<file path="config.mk">
export PLATFORM = sky130hd
export DESIGN_NAME = csa_mult_pipe
export DESIGN_NICKNAME = d
export VERILOG_FILES = /design/src/rtl/csa_mult_pipe.sv
export SDC_FILE = /design/constraint.sdc
export NUM_CORES = 1
export LEC_CHECK = 0
export BUFFER_PORTS_ARGS = -buffer_cell sky130_fd_sc_hd__buf_4
export CAP_MARGIN = 20
export CELL_PAD_IN_SITES_DETAIL_PLACEMENT = 0
export CELL_PAD_IN_SITES_GLOBAL_PLACEMENT = 1
export CORE_AREA = 10 10 100 168
export DETAILED_ROUTE_END_ITERATION = 8
export DIE_AREA = 0 0 110 178
export GPL_ROUTABILITY_DRIVEN = 0
export PLACE_DENSITY_LB_ADDON = 0.15
export SYNTH_ARGS = -nofsm -noshare
export SYNTH_HDL_FRONTEND = slang
export SYNTH_SLANG_ARGS = --single-unit
</file>
<file path="constraint.sdc">
create_clock -name clk -period 14 [get_ports clk]
set_clock_uncertainty 0.15 [all_clocks]
set_input_delay 1.4 -clock clk [delete_from_list [all_inputs] [get_ports clk]]
set_output_delay 1.4 -clock clk [all_outputs]
set_load 0.01 [all_outputs]
</file>
<file path="src/rtl/csa_mult_pipe.sv">
// rtl/csa_mult_pipe.sv - pipelined carry-save array multiplier, per-transaction signed/unsigned
// Row stages accumulate partial products in (sum, carry) form; the final carry-propagate add is split over two registers.
module csa_mult_pipe #(
    parameter int WIDTH          = 8,
    parameter int ROWS_PER_STAGE = 2
) (
    input  logic                 clk,
    input  logic                 rst,
    input  logic                 in_valid,
    output logic                 in_ready,
    input  logic [WIDTH-1:0]     in_a,
    input  logic [WIDTH-1:0]     in_b,
    input  logic                 in_signed,
    output logic                 out_valid,
    input  logic                 out_ready,
    output logic [2*WIDTH-1:0]   out_prod
);

    localparam int N  = WIDTH / ROWS_PER_STAGE;
    localparam int PW = 2 * WIDTH;
    localparam logic [PW-1:0] BW_CONST = (PW'(1) << WIDTH) | (PW'(1) << (PW - 1));

    if (WIDTH < 2 || ROWS_PER_STAGE < 1 || (WIDTH % ROWS_PER_STAGE) != 0) begin : g_bad_params
        $error("csa_mult_pipe: WIDTH must be >= 2 and divisible by ROWS_PER_STAGE");
    end

    logic [N-1:0][WIDTH-1:0] a_r;
    logic [N-1:0][WIDTH-1:0] b_r;
    logic [N-1:0]            sgn_r;
    logic [N:0]              vld_r;
    logic [N:0][PW-1:0]      sum_r;
    logic [N:0][PW-1:0]      car_r;
    logic [N:1][PW-1:0]      nsum;
    logic [N:1][PW-1:0]      ncar;

    logic [WIDTH-1:0]        lo_r;
    logic                    lo_c_r;
    logic [WIDTH-1:0]        hi_s_r;
    logic [WIDTH-1:0]        hi_c_r;
    logic                    cpa_vld_r;
    logic [WIDTH:0]          lo_add;
    logic                    stall;

    // Baugh-Wooley: invert a_msb&b_j and a_i&b_msb except the msb*msb term.
    function automatic logic [PW-1:0] pp_row(input logic [WIDTH-1:0] a, input logic b_bit,
                                             input int j, input logic sgn);
        logic [PW-1:0] r;
        logic          t;
        r = '0;
        for (int i = 0; i < WIDTH; i++) begin
            t = a[i] & b_bit;
            if (sgn && ((i == WIDTH - 1) != (j == WIDTH - 1)))
                t = ~t;
            r[i + j] = t;
        end
        return r;
    endfunction

    assign stall    = out_valid && !out_ready;
    assign in_ready = !stall;

    always_comb begin : p_rows
        logic [PW-1:0] s;
        logic [PW-1:0] c;
        logic [PW-1:0] pp;
        logic [PW-1:0] maj;
        int            j;
        s    = '0;
        c    = '0;
        pp   = '0;
        maj  = '0;
        j    = 0;
        nsum = '0;
        ncar = '0;
        for (int k = 1; k <= N; k++) begin
            s = sum_r[k-1];
            c = car_r[k-1];
            for (int r = 0; r < ROWS_PER_STAGE; r++) begin
                j   = (k - 1) * ROWS_PER_STAGE + r;
                pp  = pp_row(a_r[k-1], b_r[k-1][j], j, sgn_r[k-1]);
                maj = (s & c) | (s & pp) | (c & pp);
                s   = s ^ c ^ pp;
                c   = maj << 1;
            end
            nsum[k] = s;
            ncar[k] = c;
        end
    end

    assign lo_add = {1'b0, sum_r[N][WIDTH-1:0]} + {1'b0, car_r[N][WIDTH-1:0]};

    always_ff @(posedge clk) begin
        if (rst) begin
            vld_r     <= '0;
            cpa_vld_r <= 1'b0;
            out_valid <= 1'b0;
            out_prod  <= '0;
        end else if (!stall) begin
            vld_r[0] <= in_valid && in_ready;
            a_r[0]   <= in_a;
            b_r[0]   <= in_b;
            sgn_r[0] <= in_signed;
            sum_r[0] <= '0;
            // The signed-mode constants ride in on the initial carry vector.
            car_r[0] <= in_signed ? BW_CONST : '0;
            for (int k = 1; k < N; k++) begin
                a_r[k]   <= a_r[k-1];
                b_r[k]   <= b_r[k-1];
                sgn_r[k] <= sgn_r[k-1];
            end
            for (int k = 1; k <= N; k++) begin
                vld_r[k] <= vld_r[k-1];
                sum_r[k] <= nsum[k];
                car_r[k] <= ncar[k];
            end
            cpa_vld_r <= vld_r[N];
            lo_r      <= lo_add[WIDTH-1:0];
            lo_c_r    <= lo_add[WIDTH];
            hi_s_r    <= sum_r[N][PW-1:WIDTH];
            hi_c_r    <= car_r[N][PW-1:WIDTH];
            out_valid <= cpa_vld_r;
            if (cpa_vld_r)
                out_prod <= {hi_s_r + hi_c_r + WIDTH'(lo_c_r), lo_r};
        end
    end

endmodule

</file>
==> results.txt <==
Status: finished clean
Worst EP required: 12.45 ns
Clock sinks: 184
Power per cell area: 150 nW/um^2
R2R Setup Slk: 11.91 ns
Vias in the first global route: 3,791
Clk slew on worst S/H paths: 0.07 ns
Placed cell count: 641
Peak VDD IR: 0.000107 V
Post-DP Area: 7970 sq um
Worst path most repeated cell: buf_4
DR pass1 iterations: 4
Total power: 1.29 mW
Drt wl/cell: 15.3 um
Commonest non-fill, non-tap cell in the layout: edfxtp_1
Cell area after synthesis: 7480 sq um
Largest net degree at the start of global routing: 162
GRT Total Usage: 11.5%
Core box area: 13,900 sq um
Final worst-path cycle share: 26.3%
Sequential Area: 5300 sq um
Final core area utilization: 61.5%
Largest stage delay, worst path: 0.28 ns
Initial antenna violation count: 0
Worst hold path type: reg -> reg
Hold Crit Start: car_r[78]$_DFFE_PP_
ANT nets after route: 0
Hold Buf Count CTS: 0
Synth area leader: edfxtp_1
Die area: 19,600 sq um
DRC: 0
Resized cells post-CTS: 0
First-pass GRT wire length: 17,200 um
Post-CTS setup buffers: 0
Hold_ws: 0.268 ns
Synth cell types: 41
Drt total wl: 10,300 um
CP Data Arrival Time: 2.14 ns
Max H-tree Level: 4
Port-buffer cells: 38
Ant. Diodes: 0
Reg-to-Reg Start: b_r[20]$_DFFE_PP_
Final Non-Filler Cells: 673
FILL cells: 1,054
Place WS: 10.31 ns
Critical path's slowest cell: nor2b_4
Clock buffer count from CTS: 17
Maxcap violations: 0
Cells after synthesis: 434
Initial Util: 53.8%
CTS tree: built
Measured slew at the worst slew-check pin: 0.861 ns
Multi-input logic area: 2130 sq um
IO Pins: 39
CTS root buf: clkbuf_16
Hold path cells: 0
Final net count: 567
R2r endpoint: sum_r[55]$_DFFE_PP_
Post-synth top area share: 64.6%
Yosys Warn Count: 0
Setup crit end kind: primary output
Cell count of the worst reg-to-reg path: 3
Synth top area cells: edfxtp_1 (65%), fa_1 (12%), dfxtp_1 (6.2%)
Final HPWL DP: 6990 um
Avg Cell Area, Syn: 17.2 sq um
Layout area overhead: 14.4%
Cell Rows: 57
Max Freq: 0.271 GHz
First DRT Iteration DRCs: 180
Hold EP: hi_c_r[6]$_DFFE_PP_
Most frequent cells in the layout: edfxtp_1 (161), and2_1 (51), nand2_1 (48)
Die height: 178 um
Share of layout cells above drive strength 1: 15.3%
P_leak: 3.12 nW
Synth Register Bits: 184
Min cycle time layout: 3.69 ns
Worst Setup Slack, final: 10.31 ns
Global route overflow: 0
Crit path max fanout: 10
Latest clock arrival within the worst-skew pair: 0.42 ns
Routed vias/inst: 5.11
Die X-Extent: 110 um
Final Slew Violations: 0
Critical-path cell list: buf_4, nor2b_4, clkinv_4, buf_4
Crit path kind: in -> out
CP startpoint kind: primary input
RSZ-0062 raised after global routing: no
Clock buffer depth: 2
Total Neg Setup Slack: 0 ns
Final setup viols: 0
Slew margin rel.: 42.6%
Fin area: 8560 sq um
Fin. Hold Viols: 0
Share of the yosys chip area belonging to registers: 70.7%
Vias: 3,437
Syn nets: 518
where the power goes:
part	internal (mW)	switching, mW	total (mW)
clock network	0.251	0.215	0.467
registers	0.677	0.0251	0.702
logic	0.0558	0.0635	0.119
total	0.984	0.304	1.29
how the worst max path moves through the flow:
stage,to,slack [ns],start
final,in_ready,10.31,out_ready
after global routing,in_ready,10.27,out_ready
after CTS,in_ready,10.32,out_ready
after detailed placement,in_ready,10.31,out_ready
after global placement,in_ready,10.35,out_ready
after floorplan,a_r[0]$_DFFE_PP_,4.66,rst
worst max-delay path, delay by kind of cell:
kind	cells	cell delay [ns]
AND/OR/NAND/NOR	1	0.28
buffers and inverters	3	0.45
cells by family (layout without fill, tap and decap cells):
logic type | count (synthesis) | in the layout | share of synthesized area [%]
AO/OA/AOI/OAI | 39 | 39 | 3.21
XOR/XNOR | 15 | 15 | 1.76
adder cells (fa/ha/maj) | 63 | 63 | 14.8
buffers and inverters | 13 | 75 | 0.903
AND/OR/NAND/NOR | 120 | 120 | 8.54
flip-flops | 184 | 184 | 70.7
cell type report:
cell class              count  area share (%)
clock inverters            13            1.45
flip-flops and latches    184            61.9
multi-input cells         237            24.9
well taps                 177            2.59
clock buffers              19            5.42
inverters                   4           0.234
repair buffers             39            3.57
state kept, by name, indices dropped and copies added, names as in the netlist:
register   flops
a_r           32
hi_c_r         8
b_r           20
sum_r         49
hi_s_r         8
car_r         32
sgn_r          4
lo_r           8
out_prod      16
cpa_vld_r      1
vld_r          5
out_valid      1
cell usage after synthesis:
library cell	n
and2_1	51
o311ai_0	1
clkinv_4	1
o41ai_1	1
and3_1	1
nor2_1	5
inv_1	3
or4b_1	1
nand2b_1	1
fa_1	43
o21ai_0	3
nor2b_4	1
and2_0	1
a21oi_2	1
xnor2_1	15
a21o_1	1
a2111oi_0	1
a311oi_1	1
a311o_1	1
edfxtp_1	161
a21oi_1	22
nor4b_1	1
o31a_1	1
nor3b_1	3
buf_2	2
nand3_1	1
nor3_1	1
nand2_4	1
a211oi_1	2
nand2_1	48
nand3b_1	1
or3_1	1
o21a_1	3
buf_1	1
dfxtp_1	23
buf_6	1
nor2b_1	2
o211ai_1	1
buf_4	1
clkbuf_1	4
ha_1	20
per-layer routing:
layer  up-vias  share of wire [%]  track usage [%]
met2        52                 60             22.0
met3        12                4.1             3.72
met1      1717                 34             10.5
met4         0                1.4             4.68
li1       1656                  -                -
met5         -                  0                0
No activity file was read; power rests on OpenSTA's default activity.
